### src/rtl/display_feeder.sv
// rtl/display_feeder.sv - value FIFO and SCROLL/NUMBER command sequencer for the text display
module display_feeder #(
    parameter int DEPTH_LOG2 = 4,
    parameter int LINES      = 45
) (
    input  logic                  clk,
    input  logic                  rst_n,
    input  logic                  in_valid,
    input  logic [31:0]           in_data,
    output logic                  in_ready,
    input  logic                  clear_req,
    output logic [3:0]            cmd,
    output logic [63:0]           data,
    input  logic                  disp_ready,
    output logic                  busy,
    output logic [DEPTH_LOG2:0]   fifo_count
);

    localparam int DEPTH = 1 << DEPTH_LOG2;
    localparam int LW    = (LINES > 1) ? $clog2(LINES) : 1;

    localparam logic [DEPTH_LOG2:0] FULL_COUNT = (DEPTH_LOG2 + 1)'(DEPTH);
    localparam logic [LW-1:0]       LAST_LINE  = LW'(LINES - 1);

    localparam logic [3:0] CMD_NOP    = 4'd0;
    localparam logic [3:0] CMD_SCROLL = 4'd1;
    localparam logic [3:0] CMD_NUMBER = 4'd2;

    typedef enum logic [2:0] {
        IDLE,
        SCROLL_ISSUE,
        SCROLL_WAIT,
        NUM_ISSUE,
        NUM_WAIT,
        CLR_ISSUE,
        CLR_WAIT
    } state_t;

    state_t                  state;
    logic [31:0]             mem [DEPTH];
    logic [DEPTH_LOG2-1:0]   wr_ptr;
    logic [DEPTH_LOG2-1:0]   rd_ptr;
    logic [DEPTH_LOG2:0]     count;
    logic [31:0]             value;
    logic [LW-1:0]           line_cnt;
    logic                    clear_pending;

    logic push;
    logic pop;
    logic start_clear;
    logic clear_running;

    // A full FIFO refuses pushes even when a pop frees a slot in the same cycle
    assign in_ready      = (count != FULL_COUNT);
    assign push          = in_valid && in_ready;
    // Clear wins over queued values when the display becomes idle
    assign start_clear   = (state == IDLE) && disp_ready && clear_pending;
    assign pop           = (state == IDLE) && disp_ready && !clear_pending && (count != '0);
    assign clear_running = (state == CLR_ISSUE) || (state == CLR_WAIT);
    assign busy          = (state != IDLE) || (count != '0) || clear_pending;
    assign fifo_count    = count;

    // FIFO storage; contents need no reset because the count gates every read
    always_ff @(posedge clk) begin
        if (push) begin
            mem[wr_ptr] <= in_data;
        end
    end

    // FIFO pointers and occupancy; pointers wrap naturally modulo depth
    always_ff @(posedge clk or negedge rst_n) begin
        if (!rst_n) begin
            wr_ptr <= '0;
            rd_ptr <= '0;
            count  <= '0;
        end else begin
            if (push) begin
                wr_ptr <= wr_ptr + 1'b1;
            end
            if (pop) begin
                rd_ptr <= rd_ptr + 1'b1;
            end
            case ({push, pop})
                2'b10:   count <= count + 1'b1;
                2'b01:   count <= count - 1'b1;
                default: count <= count;
            endcase
        end
    end

    // Sticky clear request; pulses during a pending or running clear are absorbed
    always_ff @(posedge clk or negedge rst_n) begin
        if (!rst_n) begin
            clear_pending <= 1'b0;
        end else if (start_clear) begin
            clear_pending <= 1'b0;
        end else if (clear_req && !clear_running) begin
            clear_pending <= 1'b1;
        end
    end

    // Command sequencer; cmd/data are registered and non-zero for one cycle per command
    always_ff @(posedge clk or negedge rst_n) begin
        if (!rst_n) begin
            state    <= IDLE;
            cmd      <= CMD_NOP;
            data     <= '0;
            value    <= '0;
            line_cnt <= '0;
        end else begin
            cmd  <= CMD_NOP;
            data <= '0;
            case (state)
                IDLE: begin
                    if (start_clear) begin
                        state    <= CLR_ISSUE;
                        line_cnt <= LAST_LINE;
                        cmd      <= CMD_SCROLL;
                    end else if (pop) begin
                        state <= SCROLL_ISSUE;
                        value <= mem[rd_ptr];
                        cmd   <= CMD_SCROLL;
                    end
                end
                SCROLL_ISSUE: begin
                    state <= SCROLL_WAIT;
                end
                SCROLL_WAIT: begin
                    if (disp_ready) begin
                        state <= NUM_ISSUE;
                        cmd   <= CMD_NUMBER;
                        data  <= {32'd0, value};
                    end
                end
                NUM_ISSUE: begin
                    state <= NUM_WAIT;
                end
                NUM_WAIT: begin
                    if (disp_ready) begin
                        state <= IDLE;
                    end
                end
                CLR_ISSUE: begin
                    state <= CLR_WAIT;
                end
                CLR_WAIT: begin
                    if (disp_ready) begin
                        if (line_cnt == '0) begin
                            state <= IDLE;
                        end else begin
                            line_cnt <= line_cnt - 1'b1;
                            state    <= CLR_ISSUE;
                            cmd      <= CMD_SCROLL;
                        end
                    end
                end
                default: begin
                    state <= IDLE;
                end
            endcase
        end
    end

endmodule
### config.mk
export PLATFORM = sky130hd
export DESIGN_NAME = display_feeder
export DESIGN_NICKNAME = d
export VERILOG_FILES = /design/src/rtl/display_feeder.sv
export SDC_FILE = /design/constraint.sdc
export NUM_CORES = 1
export LEC_CHECK = 0
export ABC_AREA = 1
export CORE_UTILIZATION = 25
export DETAILED_ROUTE_END_ITERATION = 12
export DONT_BUFFER_PORTS = 1
export PLACE_DENSITY_LB_ADDON = 0.12
export SLEW_MARGIN = 20
export SYNTH_ARGS = -nofsm -noshare
export SYNTH_HDL_FRONTEND = slang
export SYNTH_SLANG_ARGS = --single-unit
### constraint.sdc
create_clock -name clk -period 3.8 [get_ports clk]
set_clock_uncertainty 0.05 [all_clocks]
set_input_delay 0.76 -clock clk [delete_from_list [all_inputs] [get_ports clk]]
set_output_delay 0.76 -clock clk [all_outputs]
set_load 0.03 [all_outputs]
==> results of run 1 <==
layer usage:
layer / wire length [um] / track usage [%] / part of all wire [%]
met5: 0 / 0 / 0
met4: 1180 / 4.04 / 1.7
met3: 3120 / 2.66 / 4.5
met2: 32100 / 22.4 / 46
met1: 33000 / 19.4 / 48
layout by cell type, fill, tap and decap left out, drive strengths merged, types with 12 or more instances in the layout:
cell type | netlist | routed
nor2 | 50 | 50
edfxtp | 512 | 512
dfrtp | 89 | 89
clkinv | 2 | 28
conb | 1 | 34
o21ai | 12 | 12
nor3 | 14 | 14
inv | 35 | 37
nand3 | 404 | 404
clkbuf | 16 | 99
buf | 139 | 40
nand2 | 850 | 850
kinds of logic (layout without fill, tap and decap cells):
family,count (synthesis),count (layout)
simple gates,1323,1323
flops,601,601
xor+xnor,10,10
compound gates,19,19
other cells,1,36
buf+inv,192,207
fa+ha+maj,10,10
through the flow:
step	util (%)	power, mW	TNS (ns)
final	28.9	21.9	0
after global routing	28.9	23.4	0
after CTS	28.9	22.3	0
after detailed placement	26.6	15.6	0
after global placement	26.6	15.6	0
after floorplan	-	13.3	-100.49
sequential cells by signal, indices dropped and copies added (netlist names):
name	count
clear_pending	1
cmd	2
data	32
fifo_count	5
line_cnt	6
mem	512
rd_ptr	4
state	3
value	32
wr_ptr	4
where the power goes:
group	switching [mW]	leakage, nW	internal [mW]
clock network	2.67	1.10	3.91
logic	4.97	3.68	1.79
registers	0.554	5.78	8.01
final timing paths:
check | startpoint | to | cells after the start
min reg2reg | value[1] | value[1] | 2
min in group clk | in_data[19] | mem[13][19] | 0
max | fifo_count[2] | mem[7][12] | 8
min | rst_n | data[12] | 1
max in group asynchronous | rst_n | wr_ptr[3] | 1
max reg2reg | fifo_count[2] | mem[7][12] | 8
repair_timing:
| item | 4_1_cts | 5_1_grt |
|---|---|---|
| hold endpoints to repair | 89 | 0 |
| gates resized for setup | 0 | 0 |
| hold buffers | 1 | 0 |
final cells by class:
class | instances | area [um^2]
tap | 1276 | 1600
clock buffer | 99 | 2020
inverter | 37 | 151
fill | 9908 | 69000
sequential | 601 | 17600
clock inverter | 31 | 219
multi-input combinational | 1396 | 6080
antenna | 2 | 5.00
timing repair buffer | 40 | 433
==> impl_metrics.ini, run 1 <==
[run_status]
status = completed

[yosys]
syn_inst = 2156
synthFlopType = edfxtp_1
ys_async_sr_fraction_pct = 14.8
synthAdderAreaFrac_pct = 0.508
synth-xor-area-share_pct = 0.355
synth_top_cell_area_share_pct = 62.4
synth_area_leaders = edfxtp_1, nand2_1, dfrtp_1, nand3_1, buf_6
ys_types = 34
syn-cell-area_mm2 = 0.0247
ys_warn_count = 0
yosysTopAreaCell = edfxtp_1
avgSynthCellArea_um2 = 11.4
synth_edf_count = 512
synthMuxAreaShare_pct = 0
synth-seq-cells = 601
synth_compound_gate_area_share_pct = 0.426
synthSimpleGateAreaFrac_pct = 22.5
synth_commonest_cells = nand2_1, edfxtp_1, nand3_1
yosysSeqAreaShare_pct = 71.4
synth_top_family_by_area = simple AND/OR/NAND/NOR gates
synthMostInstantiatedCell = nand2_1

[power_and_ir_drop]
p_leak_nw = 10.6
peakVddDrop_v = 0.000530
power_density_mw_per_mm2 = 779

[sta]
finalCritPeriodShare_pct = 76.0
hold_viol = 0
finalSetupViolCount = 0
max_freq_mhz = 346
setup_slack_ns = 0.914
drv_slew = 0
rsz0062_at_grt = false
slew_headroom_pct = 26.7
tightestPinTransition_ns = 1.10
whs_ns = 0.0303
period_minus_slack_ns = 2.89

[critical_path]
crit_family = simple AND/OR/NAND/NOR gates
startpoint_type = register
arrival_ns = 3.11
reg2reg_setup_slack_ns = 0.91
slowest_stage = dfrtp_1
crit_chain = inv_1, nand4_1, nand2_1, buf_4, inv_1, nand2_1, nor2_4, buf_12
setup.worst_path.class = register to register
crit_path_max_fanout = 32
cp.buffers_inverters = 4
cp.required_ns = 4.02
endpoint_kind = register
cpPeakStageDelay_ns = 0.62

[floorplanning]
core_mm2 = 0.0971
initial_utilization_pct = 25.4
fp-row-count = 114
die_y_um = 316
dieWidth_um = 316
io_pins = 112
dieArea_mm2 = 0.0999

[clock_tree]
clk_path_buf_depth = 3
postCtsSetupBuffers = 0
cts_tree = done
cts.sinks = 601
clkLatencyLatePin_ns = 0.60
clk_root_buffer_cell = clkbuf_16
numCtsBuffers = 72
htreeDepth = 3
clkTransAtPathRegs_ns = 0.06

[cells_and_area]
design_area_mm2 = 0.0281
layout.cells.non_filler = 3482
final_nets = 2195
syn_to_final_growth_pct = 14.1
layout-drive-gt1-share_pct = 7.62

[global_route]
antenna_found_initial = 0
grt_max_degree = 184
grt_pass1_vias = 15187
overflow = 0
grt_first_pass_wirelength_mm = 103
grtUsageTotal_pct = 14.0

[placed_design]
dp_hpwl_mm = 36.2
post-place-ws_ns = 0.909
place_area_mm2 = 0.0258
dp.cells = 3349
io_buffers = 0
place.gp.congestion = 0.766

[route]
ant_nets = 0
drtIter0Drc = 937
first_pass_iters = 5
routed_wl_mm = 69.5
drc = 0
avgViaCountPerCell = 4.39
num_vias = 15272
avgRoutedWirePerCell_um = 19.9

[job]
cap_viol_max_count = 0

[hold_path]
hold_class = input pin to async pin
(Power assumes the default switching activity.)
==> inputs of run 2 (changes only) <==
==> constraint.sdc (replaced) <==
create_clock -name clk -period 2.36 [get_ports clk]
set_clock_uncertainty 0.05 [all_clocks]
set_input_delay 0.472 -clock clk [delete_from_list [all_inputs] [get_ports clk]]
set_output_delay 0.472 -clock clk [all_outputs]
set_load 0.03 [all_outputs]
==> run 2 against run 1 <==
Net effect:
- cell area rose by 4.2%
- hold slack improved by 0.030 ns
- routed wire length rose by 5.4%
- critical path type is now register to primary output
- critical path depth fell by 3
- cell count rose by 2.2%
- core utilization rose by 1.2 points
- non-clock buffer count rose by 75
==> impl_metrics.ini, run 2 (synthesized netlist as in run 1, its figures left out) <==
[cells_and_area]
layout_commonest_cell = nand2_1
multiInputGateArea_mm2 = 0.00619
largest_register_ff_count = 512
regMostFlops = mem
fillers = 9883
syn_to_final_growth_pct = 18.8
mostFrequentLayoutCells = nand2_1, edfxtp_1, nand3_1
layout.cells.non_filler = 3558
reg_top3 = mem: 512 flops, data: 32 flops, value: 32 flops
layout-drive-gt1-share_pct = 9.92
final_nets = 2271
design_area_mm2 = 0.0293
regArea_mm2 = 0.0176

[placed_design]
dp_hpwl_mm = 42.0
io_buffers = 0
dp.cells = 3388
place.gp.congestion = 0.754
place_area_mm2 = 0.0266

[critical_path]
r2r_cells = 16
endpoint_kind = primary output
arrival_ns = 1.66
cp.required_ns = 1.84
reg2reg_setup_slack_ns = 0.24
crit-reg2reg-launch = fifo_count[3]
rr_endpoint = fifo_count[4]
setup.worst_path.class = register to primary output
crit_path_max_fanout = 2
startpoint_type = register

[route]
ant_nets = 0
routed_wl_mm = 73.2
first_pass_iters = 5
num_vias = 15716
drc = 0
avgViaCountPerCell = 4.42
avgRoutedWirePerCell_um = 20.6
drtIter0Drc = 1034

[power_and_ir_drop]
p_leak_nw = 11.1
power_density_mw_per_mm2 = 1250
peakVddDrop_v = 0.000514
finalPower_mw = 36.5

[floorplanning]
fp-row-count = 114
die_y_um = 316
initial_utilization_pct = 25.4
io_pins = 112
dieArea_mm2 = 0.0999
core_mm2 = 0.0971
dieWidth_um = 316

[clock_tree]
clk_root_buffer_cell = clkbuf_16
clk_path_buf_depth = 3
cts.sinks = 601
clkTransAtPathRegs_ns = 0.06
htreeDepth = 3
cts_tree = done
clkLatencyLatePin_ns = 0.61
numCtsBuffers = 73

[job]
cap_viol_max_count = 0

[sta]
slew_headroom_pct = 49.7
max_freq_mhz = 459
rsz0062_at_grt = false
whs_ns = 0.0600
tns_ns = 0
tightestPinTransition_ns = 0.751
drv_slew = 0
finalSetupViolCount = 0
period_minus_slack_ns = 2.18
finalCritPeriodShare_pct = 92.3
hold_viol = 0

[global_route]
grt_first_pass_wirelength_mm = 110
grt_max_degree = 90
grtUsageTotal_pct = 14.9
overflow = 0
grt_pass1_vias = 15926
antenna_found_initial = 6

[run_status]
status = completed

[hold_path]
holdPathStages = 2
holdPathEnd = cmd[0]
min-delay-start = disp_ready
hold_class = input pin to register
-- run 2: cell types whose count changed in the layout (fill, tap and decap cells not counted), moves of 3 or more --
cell           previous run  this run
clkbuf_8                  1         4
nor3_2                   13         1
nand2_1                 846       843
buf_12                    9        41
clkinvlp_4                0         3
dfrtp_1                  85        81
nor3_4                    0        12
dfrtp_2                   2         6
buf_4                    30        39
dlygate4sd3_1             0        34
clkinv_1                 16         9
-- run 2: worst max path at each step --
| stage | slack, ns | cells after the start | to | startpoint |
|---|---|---|---|---|
| 4_1_cts | 0.02 | 5 | busy | fifo_count[3] |
| 3_5_place_dp | 0.27 | 15 | fifo_count[4] | fifo_count[3] |
| 6_report | 0.18 | 5 | busy | fifo_count[3] |
| 5_1_grt | 0.03 | 5 | busy | fifo_count[3] |
| 2_1_floorplan | -0.25 | 14 | fifo_count[4] | fifo_count[3] |
| 3_3_place_gp | 0.18 | 15 | fifo_count[4] | fifo_count[3] |
-- run 2: worst max-delay path: stages, from the launching register on --
cell,delay (ns)
dfrtp_2,0.40
nor2_2,0.13
nand4_1,0.12
buf_4,0.16
nor2_1,0.10
nand2_2,0.15
-- run 2: what timing repair did --
action | in CTS | in global routing
resized for setup | 1 | 0
hold buffers | 36 | 0
setup endpoints to repair | 1 | 1
setup buffers | 0 | 1
pin swaps | 0 | 0
hold endpoints to repair | 634 | 0
-- run 2: final cells by class --
type	instances	area share [%]
clock inverter	29	0.722
clock buffer	101	6.95
multi-input combinational	1396	21.1
tap	1276	5.45
sequential	601	60.1
antenna	3	0.0256
inverter	37	0.517
timing repair buffer	115	5.06
-- run 2: per-stage QoR --
| step | setup WS, ns | util, % |
|---|---|---|
| 3_3_place_gp | 0.178 | 27.4 |
| 6_report | 0.182 | 30.2 |
| 5_1_grt | 0.0343 | 30.2 |
| 2_1_floorplan | -0.253 | - |
| 3_5_place_dp | 0.274 | 27.4 |
| 4_1_cts | 0.0159 | 30.1 |
-- run 2: per-layer routing --
metal	global-route usage, %	routed length (um)	vias to the layer above
met4	4.01	1340	2
li1	-	-	7457
met2	24.1	34000	300
met3	2.30	2490	92
met5	0	12	-
met1	20.7	35300	7865
-- run 2: report_power, final --
part           internal, mW  switching, mW  leakage [nW]  total [mW]
clock                  6.24           4.38          1.10        10.6
sequential             12.9          0.686          5.77        13.6
combinational          3.62           8.69          4.23        12.3
total                  22.8           13.8          11.1        36.5
==> RTL edit: new RTL, flow settings as in run 1 <==
Reset style: synchronous (`rst_n`), changed in 3 clocked blocks.
--- a/src/rtl/display_feeder.sv
+++ b/src/rtl/display_feeder.sv
@@ -70,3 +70,3 @@
     // FIFO pointers and occupancy; pointers wrap naturally modulo depth
-    always_ff @(posedge clk or negedge rst_n) begin
+    always_ff @(posedge clk) begin
         if (!rst_n) begin
@@ -91,3 +91,3 @@
     // Sticky clear request; pulses during a pending or running clear are absorbed
-    always_ff @(posedge clk or negedge rst_n) begin
+    always_ff @(posedge clk) begin
         if (!rst_n) begin
@@ -102,3 +102,3 @@
     // Command sequencer; cmd/data are registered and non-zero for one cycle per command
-    always_ff @(posedge clk or negedge rst_n) begin
+    always_ff @(posedge clk) begin
         if (!rst_n) begin
Behaviour: differs if rst_n is asserted again (counterexample within 4 cycles, from zero or initial values and one cycle with rst_n low); with rst_n held inactive, the same outputs for 4 cycles.
==> RTL edit against run 1 <==
Count of clock-buffer cells in the layout rose by 4; total power down 16%; setup slack worse by 0.25 ns; routed wire length grew 7.8%; die area increased by 2.9%; sequential cell count stayed put; synthesized cell count increased by 15%; synthesized area up 2.9%; design area up 4.0%.
==> RTL edit: results (changes against run 1) <==
.. list-table::
   :header-rows: 1

   * - Metric
     - Value
   * - Fraction of met2 tracks used by global routing
     - 23.4% (+0.99 points)
   * - Layout cells sized above 1
     - 7.88% (+0.26 points)
   * - Unique masters post-synth
     - 32 (-5.9%)
   * - Data arrival at the endpoint of the critical path
     - 3.39 ns (+0.28 ns)
   * - R2R Setup Slk
     - 0.67 ns (-0.25 ns)
   * - Per-cell via count in the routed design
     - 4.25 (-3.1%)
   * - Setup slack after placement
     - 0.616 ns (-0.293 ns)
   * - Final GP Congestion
     - 0.800 (+4.5%)
   * - FF-to-FF path depth
     - 7 (-1)
   * - GRT Util Overall
     - 14.7% (+0.63 points)
   * - Vias in the first global route
     - 16,500 (+8.5%)
   * - HPWL after detailed placement
     - 44,100 um (+22%)
   * - Antenna violations before repair
     - 2 (+2)
   * - Fill count
     - 10,400 (+5.2%)
   * - Max stage delay on crit path
     - 0.58 ns (-0.04 ns)
   * - Global-route track usage on met1
     - 20.5% (+1.1 points)
   * - Async S/R FF share, synth
     - 0% (-15 points)
   * - Result of the run
     - completed
   * - Maximum number of pins on one net before global-route repair
     - 169 (-8.2%)
   * - Wire length of the first global-routing pass
     - 111,000 um (+7.4%)
   * - Leakage component of the power
     - 11.6 nW (+10%)
   * - Commonest cells in the netlist
     - sky130_fd_sc_hd__nand2_1 (740), sky130_fd_sc_hd__edfxtp_1 (512), sky130_fd_sc_hd__nand3_1 (371), sky130_fd_sc_hd__inv_1 (368), sky130_fd_sc_hd__nor2_1 (98)
   * - Number of nets in the layout
     - 2,518 (+15%)
   * - Wire length after detailed routing
     - 74,900 um (+7.8%)
   * - Worst IR drop on VDD
     - 0.336 mV (-37%)
==> RTL edit: report_power, final <==
part	total (mW)	internal, mW	switching [mW]
clock network	6.65	3.93	2.72
registers	7.63	7.45	0.174
logic	4.11	1.15	2.96
total	18.4	12.5	5.86
==> RTL edit: cell families (layout without fill, tap and decap cells) <==
| group | Yosys count | after routing | synth area share, % |
|---|---|---|---|
| flops | 601 | 601 | 67.6 |
| xor+xnor | 6 | 6 | 0.207 |
| simple gates | 1224 | 1224 | 20.1 |
| fa+ha+maj | 10 | 10 | 0.493 |
| other cells | 1 | 36 | 0.0148 |
| buf+inv | 529 | 552 | 9.10 |
| compound gates | 99 | 99 | 2.40 |
==> RTL edit: critical path: cells and delay by family, from the launching register on <==
kind / cells / cell delay, ns
AND/OR/NAND/NOR: 5 / 1.69
flip-flops: 1 / 0.55
buffers and inverters: 2 / 0.53
==> RTL edit: stage by stage <==
step | util, % | instances | power [mW] | cell area [um^2]
after detailed placement | 26.9 | 3754 | 11.9 | 27000
after global routing | 29.2 | 3883 | 19.4 | 29300
after global placement | 26.9 | 3754 | 11.9 | 27000
after floorplan | - | 2503 | 10.6 | 25500
final | 29.2 | 3885 | 18.4 | 29300
after CTS | 29.2 | 3883 | 18.7 | 29300
==> RTL edit: cell type report <==
| class | instances | share of cell area, % |
|---|---|---|
| clock buffer | 103 | 7.23 |
| inverter | 374 | 4.82 |
| tap | 1357 | 5.80 |
| timing repair buffer | 49 | 1.94 |
| sequential | 601 | 58.7 |
| multi-input combinational | 1373 | 21.0 |
| clock inverter | 26 | 0.517 |
| antenna | 2 | 0.0171 |
==> RTL edit: metal layers <==
layer	up-vias	routed length, um
met5	-	0
met4	0	1210
met3	85	3700
met2	400	34000
met1	8056	35900
li1	7974	-
